## src/rtl/fifo_write_arbiter.sv

```systemverilog
// Two-requester burst arbiter feeding one FIFO write port; round-robin on ties, up to BURST_MAX words per grant.
// Latency: one cycle from valid to grant; ready/write strobe/write data are combinational (zero latency) within a grant.
// Backpressure: fifo_full freezes the grant, the burst count and all transfers. Optional FIFO_ARB_STARVE_CNT_EN adds starve_count.
module fifo_write_arbiter #(
    parameter int DATA_WIDTH = 12,
    parameter int BURST_MAX  = 4
) (
    input  logic                  clk,
    input  logic                  rst_n,
    input  logic                  req0_valid,
    input  logic [DATA_WIDTH-1:0] req0_data,
    output logic                  req0_ready,
    input  logic                  req1_valid,
    input  logic [DATA_WIDTH-1:0] req1_data,
    output logic                  req1_ready,
    input  logic                  fifo_full,
    output logic                  fifo_write_enable,
    output logic [DATA_WIDTH-1:0] fifo_write_data,
    output logic                  grant_id,
    output logic                  busy
`ifdef FIFO_ARB_STARVE_CNT_EN
    ,
    output logic [7:0]            starve_count
`endif
);

    typedef enum logic [1:0] {
        ST_IDLE   = 2'd0,
        ST_GRANT0 = 2'd1,
        ST_GRANT1 = 2'd2
    } state_e;

    // Counter value held during the final transfer of a full burst.
    localparam logic [3:0] BURST_LAST = 4'(BURST_MAX - 1);

    state_e     state_q, state_d;
    logic [3:0] burst_cnt_q, burst_cnt_d;
    // 1 means requester 1 held the most recently ended grant.
    logic       last_grant_q, last_grant_d;

    logic       xfer0;
    logic       xfer1;
    logic       xfer;
    logic       cur_valid;
    logic       oth_valid;
    logic       burst_done;
    logic       grant_end;

    // Requester-side handshake and FIFO write port, all decoded from the current state.
    always_comb begin
        req0_ready        = (state_q == ST_GRANT0) && !fifo_full;
        req1_ready        = (state_q == ST_GRANT1) && !fifo_full;
        xfer0             = req0_valid && req0_ready;
        xfer1             = req1_valid && req1_ready;
        xfer              = xfer0 || xfer1;
        fifo_write_enable = xfer;
        fifo_write_data   = '0;
        if (xfer0) begin
            fifo_write_data = req0_data;
        end else if (xfer1) begin
            fifo_write_data = req1_data;
        end
        grant_id          = (state_q == ST_GRANT1);
        busy              = (state_q != ST_IDLE);
    end

    // Grant-end detection: a full burst or an idle owner ends the grant, but never while the FIFO is full.
    always_comb begin
        cur_valid  = (state_q == ST_GRANT1) ? req1_valid : req0_valid;
        oth_valid  = (state_q == ST_GRANT1) ? req0_valid : req1_valid;
        burst_done = xfer && (burst_cnt_q == BURST_LAST);
        grant_end  = !fifo_full && (burst_done || !cur_valid);
    end

    // Next-state logic for arbitration, burst counting and the round-robin pointer.
    always_comb begin
        state_d      = state_q;
        burst_cnt_d  = burst_cnt_q;
        last_grant_d = last_grant_q;
        case (state_q)
            ST_IDLE: begin
                burst_cnt_d = 4'd0;
                if (req0_valid && req1_valid) begin
                    // Tie: the requester that did not hold the last grant wins.
                    state_d = last_grant_q ? ST_GRANT0 : ST_GRANT1;
                end else if (req0_valid) begin
                    state_d = ST_GRANT0;
                end else if (req1_valid) begin
                    state_d = ST_GRANT1;
                end
            end
            ST_GRANT0, ST_GRANT1: begin
                if (xfer) begin
                    burst_cnt_d = burst_cnt_q + 4'd1;
                end
                if (grant_end) begin
                    last_grant_d = (state_q == ST_GRANT1);
                    burst_cnt_d  = 4'd0;
                    if (oth_valid) begin
                        state_d = (state_q == ST_GRANT1) ? ST_GRANT0 : ST_GRANT1;
                    end else if (cur_valid) begin
                        // Owner still has data after a full burst and nobody else waits: re-grant.
                        state_d = state_q;
                    end else begin
                        state_d = ST_IDLE;
                    end
                end
            end
            default: begin
                state_d     = ST_IDLE;
                burst_cnt_d = 4'd0;
            end
        endcase
    end

    // Arbiter state registers; reset drops any burst in flight and favours requester 0 on the first tie.
    always_ff @(posedge clk or negedge rst_n) begin
        if (!rst_n) begin
            state_q      <= ST_IDLE;
            burst_cnt_q  <= 4'd0;
            last_grant_q <= 1'b1;
        end else begin
            state_q      <= state_d;
            burst_cnt_q  <= burst_cnt_d;
            last_grant_q <= last_grant_d;
        end
    end

`ifdef FIFO_ARB_STARVE_CNT_EN
    logic [7:0] starve_cnt_q, starve_cnt_d;
    logic       starve_evt;

    // A cycle is a starvation cycle when the non-owner is valid during a grant; the one-cycle IDLE arbitration slot is not counted.
    always_comb begin
        starve_evt   = ((state_q == ST_GRANT0) && req1_valid) ||
                       ((state_q == ST_GRANT1) && req0_valid);
        starve_cnt_d = starve_cnt_q;
        if (starve_evt && (starve_cnt_q != 8'hFF)) begin
            starve_cnt_d = starve_cnt_q + 8'd1;
        end
    end

    // Saturating starvation counter, cleared only by reset.
    always_ff @(posedge clk or negedge rst_n) begin
        if (!rst_n) begin
            starve_cnt_q <= 8'd0;
        end else begin
            starve_cnt_q <= starve_cnt_d;
        end
    end

    assign starve_count = starve_cnt_q;
`endif

endmodule

```

## config.mk

```make
export PLATFORM = sky130hd
export DESIGN_NAME = fifo_write_arbiter
export DESIGN_NICKNAME = d
export VERILOG_FILES = /design/src/rtl/fifo_write_arbiter.sv
export SDC_FILE = /design/constraint.sdc
export NUM_CORES = 1
export LEC_CHECK = 0
export CORE_MARGIN = 1
export CORE_UTILIZATION = 37
export CTS_CLUSTER_SIZE = 8
export DETAILED_ROUTE_END_ITERATION = 16
export GPL_ROUTABILITY_DRIVEN = 0
export PLACE_DENSITY = 0.83
export RECOVER_POWER = 50
export SYNTH_ARGS = -nofsm -noshare
export SYNTH_HDL_FRONTEND = slang
export SYNTH_SLANG_ARGS = --single-unit
```

## constraint.sdc

```tcl
create_clock -name clk -period 4.5 [get_ports clk]
set_clock_uncertainty 0.2 [all_clocks]
set_input_delay 0.9 -clock clk [delete_from_list [all_inputs] [get_ports clk]]
set_output_delay 0.9 -clock clk [all_outputs]
set_load 0.01 [all_outputs]
```

==> reports/metrics.json, run 1 <==
{
  "worst-slew-pin-transition_ns": 0.359,
  "postSynthRegisterBits": 7,
  "hold_ws_ns": 0.347,
  "io_buffer_count": 45,
  "path_max_fanout": 13,
  "setup.reg_to_reg.worst_slack_ns": 2.07,
  "crit_path_start_kind": "input pin",
  "period_minus_slack_ns": 4.06,
  "synth.cell_area_sq_um": 666,
  "post_cts_buffers": 0,
  "congestion_overflow_gr": 0,
  "run_status": "completed",
  "layout_commonest_cell": "clkdlybuf4s50_1",
  "antenna_found_initial": 0,
  "cts-resized-gates": 0,
  "layout.cell_area.non_filler_sq_um": 1150,
  "die_x_um": 44.4,
  "hold_viol": 0,
  "flow.area_growth_from_synthesis_pct": 72.4,
  "initial_utilization_pct": 41.8,
  "fmax_mhz": 246,
  "dp_hpwl_mm": 1.55,
  "post_syn_nets": 105,
  "post-route-drc-count": 0,
  "yosys_warnings": 0,
  "detail_route.wirelength_mm": 1.80,
  "ioPinCount": 46,
  "vias": 712,
  "reg2reg_from": "state_q[0]",
  "power_density_nw_per_um2": 347,
  "ys_seq_area_share_pct": 26.5,
  "worstRegToRegCells": 6,
  "mostFrequentLayoutCells": "clkdlybuf4s50_1 (42), a22o_1 (12), dfrtp_1 (6)",
  "timing.hold.worst.class": "reg -> reg",
  "p_leak_uw": 0.000463,
  "die_h_um": 44.4,
  "hold-path-cell-count": 2,
  "critPathArrivalTime_ns": 2.96,
  "core_footprint_sq_um": 1590,
  "setup_slack_ns": 0.439,
  "post_synth_num_cell_types": 31,
  "htree_levels": 1,
  "endpoint_kind": "output port",
  "hold_path_startpoint": "burst_cnt_q[3]",
  "num_rows": 14,
  "average_routed_wire_per_standard_cell_um": 12.6,
  "vias_per_cell": 5.01,
  "placed_area_sq_um": 1140,
  "syn_inst": 71,
  "critPathKind": "in -> out",
  "grt_setup_unrepaired": "false",
  "final_core_utilization_pct": 72.0,
  "synth_area_per_cell_sq_um": 9.38,
  "grt_first_pass_wirelength_mm": 2.80,
  "clockBufferDepth": 2,
  "setup_violations": 0,
  "post-route-period-util_pct": 90.2,
  "layout-drive-gt1-share_pct": 7.63,
  "timing.critical_path.required_ns": 3.40,
  "cpMaxStageDelayCell": "clkdlybuf4s50_1",
  "setup_tns_ns": 0,
  "timing.critical_path.cells": "clkdlybuf4s50_1, nor2b_1, and2_2, nor3_1, buf_4, a22o_1, clkdlybuf4s50_1",
  "timing.rr.end": "last_grant_q",
  "max-vdd-ir-drop_mv": 0.285,
  "vias_in_the_first_global_route": 650,
  "clock_sink_count": 7,
  "detailedRoute.firstPassIterationCount": 4,
  "gr-usage-all-layers_pct": 18.7,
  "min_to": "burst_cnt_q[3]",
  "nFillCells": 126,
  "cts.root.buffer_cell": "clkbuf_4",
  "timing.max_cap.violations": 0,
  "fin_max_slew_vios": 0,
  "tritoncts_clock_tree": "done",
  "place_worst_setup_slack_ns": 0.459,
  "first_iter_violations": 16,
  "antenna_left": 0,
  "nets": 153,
  "clkSlewWorstSetupHoldPaths_ns": 0.05,
  "num_antenna_cells": 0,
  "slew_headroom_pct": 76.1,
  "cts_made_buffers": 3,
  "cts_hold_repair.buffers": 0,
  "critPathMostFrequentCell": "clkdlybuf4s50_1",
  "grt_max_degree": 14,
  "worst_path_max_stage_delay_ns": 0.63,
  "clock_latency_ns": 0.24,
  "die_area_sq_um": 1970
}
## flip-flops by register name (all words and copies together) (netlist names)
| register | count |
|---|---|
| burst_cnt_q | 4 |
| last_grant_q | 1 |
| state_q | 2 |
## logic make-up (layout without fill, tap and decap cells)
family,after synthesis,count (layout),share of synthesized area [%]
xor+xnor,3,3,3.95
buf+inv,7,54,4.89
simple gates,26,26,25.0
fa+ha+maj,5,5,9.40
flops,7,7,26.5
compound gates,20,20,25.6
mux,3,3,4.70
## area by class of cell
type | instances | area [sq um] | area share [%]
flip-flops and latches | 7 | 176 | 15.4
well taps | 24 | 30.0 | 2.62
clock buffers | 4 | 26.3 | 2.29
multi-input cells | 57 | 438 | 38.2
inverters | 3 | 11.3 | 0.981
repair buffers | 47 | 465 | 40.6
## critical path, delay by kind of cell
family / cells / cell delay, ns
and+or+nand+nor: 3 / 0.53
AOI/OAI and AO/OA: 1 / 0.15
buffers and inverters: 3 / 1.36
## metrics by stage
step                power, uW  cells
detailed placement        362    138
CTS                       417    142
finish                    398    142
global route              430    142
global placement          355    138
floorplan                 255     71
## power by group
group | total [uW] | leakage, uW | internal (uW) | switching, uW
sequential | 88.5 | 0.0000919 | 78.8 | 9.62
clock | 52.3 | 0.0000150 | 33.6 | 18.8
combinational | 258 | 0.000356 | 137 | 120
total | 398 | 0.000463 | 250 | 149
## per-layer routing
metal / global-route usage (%) / vias to the layer above / part of all wire [%]
li1: - / 358 / -
met1: 17.8 / 311 / 35
met2: 36.2 / 41 / 50
met3: 6.12 / 2 / 14
met4: 7.27 / 0 / 0.89
met5: 0 / - / 0
## worst max-delay path by stage
stage | depth (start not counted) | endpoint | slack [ns] | startpoint
global placement | 7 | fifo_write_data[10] | 0.50 | fifo_full
detailed placement | 7 | fifo_write_data[10] | 0.46 | fifo_full
floorplan | 5 | fifo_write_data[10] | 1.43 | fifo_full
CTS | 7 | fifo_write_data[10] | 0.45 | fifo_full
global route | 7 | fifo_write_data[0] | 0.35 | fifo_full
finish | 7 | fifo_write_data[10] | 0.44 | fifo_full
## cells in the mapped netlist
library cell,count,area [sq um]
nand4b_1,1,8.76
nand2b_1,1,6.26
a21boi_2,1,11.3
or3b_2,2,17.5
nand3_1,3,15.0
a22o_1,12,105
mux2_1,1,11.3
a31oi_2,1,12.5
dfstp_2,1,26.3
nand3b_1,1,7.51
clkbuf_1,1,3.75
o2bb2ai_1,1,8.76
dfrtp_1,6,150
a22oi_2,1,12.5
or4_4,1,11.3
buf_4,1,7.51
nor3_1,2,10.0
a21oi_1,3,15.0
xnor2_1,3,26.3
nor3b_1,2,15.0
or4bb_1,1,11.3
o21ai_0,1,5.00
nor2_1,4,15.0
buf_2,2,10.0
mux2i_1,2,20.0
ha_1,5,62.6
inv_1,3,11.3
nand2_1,2,7.51
and2_2,1,7.51
or2b_1,2,15.0
nor2b_1,3,18.8
(Power assumes the default switching activity.)
==> run 2, diff against run 1 <==
- ABC_AREA: not set -> 1
- CORE_UTILIZATION: 37 -> 38
- CTS_CLUSTER_SIZE: 8 -> 25
- PLACE_DENSITY: 0.83 -> 0.84
- clock period: 4.5 -> 5.1 ns (I/O delays scaled with it)
==> reports/metrics.json, run 2 <==
{
  "synth_most_common_cell": "nand2_1",
  "worst_path_max_stage_delay": {"value": 0.68, "unit": "ns", "change": "+0.05 ns"},
  "grt_setup_unrepaired": "false",
  "setup_violations": {"value": 0, "change": "unchanged"},
  "cts.root.buffer_cell": "clkbuf_4",
  "largest_reg_flops": {"value": 4, "change": "unchanged"},
  "core_footprint": {"value": 1730, "unit": "sq um", "change": "+8.3%"},
  "die_area": {"value": 2000, "unit": "sq um", "change": "+1.3%"},
  "initial_utilization": {"value": 40.1, "unit": "%", "change": "-1.6 points"},
  "layout_top_registers": "burst_cnt_q (4), state_q (2), last_grant_q (1)",
  "setup_tns": {"value": 0, "unit": "ns", "change": "unchanged"},
  "antenna_left": {"value": 0, "change": "unchanged"},
  "die_x": {"value": 44.7, "unit": "um", "change": "+0.66%"},
  "period_minus_slack_ns": 4.05,
  "timing.hold.worst.class": "reg -> reg",
  "largest-register": "burst_cnt_q",
  "worstPathBufferInverterCount": {"value": 2, "change": "-1"},
  "cts_hold_repair.buffers": {"value": 0, "change": "unchanged"},
  "htree_levels": {"value": 1, "change": "unchanged"},
  "dp_hpwl": {"value": 1.47, "unit": "mm", "change": "-5.5%"},
  "die_h": {"value": 44.7, "unit": "um", "change": "+0.66%"},
  "synth-main-ff-cell": "dfrtp_1",
  "cts-resized-gates": {"value": 0, "change": "unchanged"},
  "synth_area_per_cell": {"value": 6.67, "unit": "sq um", "change": "-29%"},
  "synth-async-reset-ratio": {"value": 100, "unit": "%", "change": "unchanged"},
  "clockBufferDepth": {"value": 2, "change": "unchanged"},
  "average_routed_wire_per_standard_cell": {"value": 10.3, "unit": "um", "change": "-19%"},
  "post-route-drc-count": {"value": 0, "change": "unchanged"},
  "path_max_fanout": {"value": 26, "change": "+13"},
  "power_density": {"value": 321, "unit": "nW/um^2", "change": "-7.6%"},
  "num_antenna_cells": {"value": 0, "change": "unchanged"},
  "hold_path_startpoint": "last_grant_q",
  "vias_in_the_first_global_route": {"value": 732, "change": "+13%"},
  "grtUsageMet3": {"value": 6.80, "unit": "%", "change": "+0.68 points"},
  "ioPinCount": {"value": 46, "change": "unchanged"},
  "pwr-share-clk": {"value": 12.8, "unit": "%", "change": "-0.3 points"},
  "synth.cell_area": {"value": 693, "unit": "sq um", "change": "+4.1%"},
  "layout-drive-gt1-share": {"value": 7.33, "unit": "%", "change": "-0.29 points"},
  "post_cts_buffers": {"value": 0, "change": "unchanged"},
  "reg2reg_from": "state_q[1]",
  "io_buffer_count": {"value": 45, "change": "unchanged"},
  "fmax_mhz": 247,
  "timing.rr.end": "state_q[0]",
  "worstRegToRegCells": {"value": 11, "change": "+5"},
  "num_rows": {"value": 15, "change": "+1"},
  "mostFrequentLayoutCells": "clkdlybuf4s50_1 (42), nand2_1 (26), nor2_1 (18)",
  "synth-edff-count": {"value": 0, "change": "unchanged"},
  "setup_slack": {"value": 1.05, "unit": "ns", "change": "+0.615 ns"},
  "vias": {"value": 820, "change": "+15%"},
  "nets": {"value": 185, "change": "+21%"},
  "endpoint_kind": "output port",
  "synthDominantCellAreaShare": {"value": 21.7, "unit": "%", "change": "-0.90 points"},
  "min_to": "last_grant_q",
  "vias_per_cell": {"value": 4.69, "change": "-6.5%"},
  "post_syn_nets": {"value": 138, "change": "+31%"},
  "synth.largest_area_cell": "dfrtp_1",
  "critPathArrivalTime": {"value": 2.83, "unit": "ns", "change": "-0.13 ns"},
  "grt_util_met1": {"value": 20.9, "unit": "%", "change": "+3.0 points"},
  "antenna_found_initial": {"value": 0, "change": "unchanged"},
  "congestion_overflow_gr": {"value": 0, "change": "unchanged"},
  "syn_inst": {"value": 104, "change": "+46%"},
  "flow.area_growth_from_synthesis_pct": 69.0,
  "critPathKind": "in -> out",
  "first_iter_violations": {"value": 13, "change": "-3"},
  "timing.critical_path.required": {"value": 3.88, "unit": "ns", "change": "+0.48 ns"},
  "total_switching_power": {"value": 159, "unit": "uW", "change": "+6.7%"},
  "timing.max_cap.violations": {"value": 0, "change": "unchanged"},
  "ys_seq_area_share": {"value": 25.5, "unit": "%", "change": "-1.1 points"},
  "hold-path-cell-count": {"value": 2, "change": "unchanged"},
  "timing.critical_path.cells": "dlygate4sd3_1, nand3_4, nand2_1, clkdlybuf4s50_1",
  "power.share.sequential": {"value": 21.8, "unit": "%", "change": "-0.4 points"},
  "clkSlewWorstSetupHoldPaths": {"value": 0.05, "unit": "ns", "change": "about the same"},
  "post_synth_num_cell_types": {"value": 23, "change": "-26%"},
  "clock_latency": {"value": 0.24, "unit": "ns", "change": "about the same"},
  "post_synth_main_area_contributors": "dfrtp_1 (22%), nand2_1 (12%), a21oi_1 (12%)",
  "global_route.peak_usage_layer": "met2",
  "tritoncts_clock_tree": "done",
  "cpMaxStageDelayCell": "dlygate4sd3_1",
  "yosys_warnings": {"value": 0, "change": "unchanged"},
  "gr-usage-all-layers": {"value": 18.7, "unit": "%", "change": "about the same"},
  "detail_route.wirelength": {"value": 1.80, "unit": "mm", "change": "+0.28%"},
  "postSynthRegisterBits": {"value": 7, "change": "unchanged"},
  "worst-slew-pin-transition": {"value": 0.318, "unit": "ns", "change": "-0.0410 ns"},
  "setup.reg_to_reg.worst_slack": {"value": 2.96, "unit": "ns", "change": "+0.89 ns"},
  "power_switching_share": {"value": 42.3, "unit": "%", "change": "+4.9 points"},
  "detailedRoute.firstPassIterationCount": {"value": 4, "change": "unchanged"},
  "cpLargestDelayFamily": "buffers and inverters",
  "place_worst_setup_slack": {"value": 1.14, "unit": "ns", "change": "+0.681 ns"},
  "cts_made_buffers": {"value": 3, "change": "unchanged"},
  "crit_path_start_kind": "input pin",
  "run_status": "completed",
  "max-vdd-ir-drop": {"value": 0.218, "unit": "mV", "change": "-24%"},
  "comb_power_share": {"value": 65.4, "unit": "%", "change": "+0.7 points"},
  "nFillCells": {"value": 141, "change": "+12%"},
  "grt_first_pass_wirelength": {"value": 2.82, "unit": "mm", "change": "+0.75%"},
  "grt_max_degree": {"value": 27, "change": "+13"},
  "hold_viol": {"value": 0, "change": "unchanged"},
  "ys_top_cells_by_count": "nand2_1 (23), nor2_1 (18), a21oi_1 (16), inv_1 (7), dfrtp_1 (6)",
  "fin_max_slew_vios": {"value": 0, "change": "unchanged"},
  "clock_sink_count": {"value": 7, "change": "unchanged"},
  "p_leak": {"value": 0.000512, "unit": "uW", "change": "+11%"},
  "slew_headroom": {"value": 78.7, "unit": "%", "change": "+2.6 points"},
  "gr-usage-met2": {"value": 34.1, "unit": "%", "change": "-2.1 points"},
  "internal_power": {"value": 217, "unit": "uW", "change": "-13%"},
  "post-route-period-util_pct": 79.3,
  "layout_commonest_cell": "clkdlybuf4s50_1"
}
## run 2: changes by cell type after synthesis, moves of 3 or more
cell,delta
a21oi_1,+13
nand2_1,+21
o21ai_1,+3
nor2b_1,-3
a22o_1,-12
nand2_4,+3
nor2_1,+14
inv_1,+4
nand2_2,+3
## run 2: worst min-delay path: cells and delay by family, from the launching register on
| kind | cells | cell delay, ns |
|---|---|---|
| DFF | 1 | 0.37 |
| AOI/OAI and AO/OA | 1 | 0.06 |
| and+or+nand+nor | 1 | 0.05 |
## run 2: cells by family (layout without fill, tap and decap cells)
group | count (synthesis) | after routing | synth area share [%]
XOR/XNOR | 3 | 3 | 3.79
AND/OR/NAND/NOR | 56 | 56 | 39.3
adder cells (fa/ha/maj) | 5 | 5 | 9.03
flip-flops | 7 | 7 | 25.5
AO/OA/AOI/OAI | 21 | 21 | 15.7
buffers and inverters | 12 | 58 | 6.68
## run 2: layout make-up
type / count / area, sq um / area share, %
Sequential cell: 7 / 176 / 15.1
Tap cell: 25 / 31.3 / 2.67
Multi-Input combinational cell: 85 / 453 / 38.7
Timing Repair Buffer: 45 / 450 / 38.5
Inverter: 9 / 33.8 / 2.88
Clock buffer: 4 / 26.3 / 2.24
## run 2: stage by stage
stage | utilization, % | area, sq um | total power (uW) | hold slack (ns) | std cells
floorplan | - | 693 | 238 | 0.264 | 104
global placement | 67.3 | 1160 | 338 | 0.285 | 171
detailed placement | 67.3 | 1160 | 344 | 0.284 | 171
CTS | 68.8 | 1190 | 394 | 0.293 | 175
global route | 67.8 | 1170 | 408 | 0.303 | 175
finish | 67.8 | 1170 | 376 | 0.291 | 175
## run 2: power groups by stage
stage          sequential, uW  clock, uW  combinational (uW)
5_1_grt                  83.6       54.7                 270
6_report                 81.9       48.1                 246
2_1_floorplan            79.6          0                 159
3_3_place_gp             81.8          0                 256
4_1_cts                  82.1       50.9                 261
3_5_place_dp             82.9          0                 261
## run 2: worst max-delay path by stage
stage	startpoint	to	slack, ns	depth (start not counted)
detailed placement	req0_valid	fifo_write_data[5]	1.14	4
floorplan	fifo_full	fifo_write_data[10]	2.13	6
global route	req0_valid	fifo_write_enable	0.93	4
global placement	req1_valid	fifo_write_data[5]	1.19	6
finish	req0_valid	fifo_write_enable	1.05	4
CTS	req1_valid	fifo_write_data[5]	1.14	6
## run 2: routing by layer
| metal | share of wire, % | wire length (um) |
|---|---|---|
| met2 | 46 | 828 |
| met3 | 12 | 215 |
| met5 | 0 | 0 |
| met1 | 42 | 757 |
| met4 | 0 | 0 |
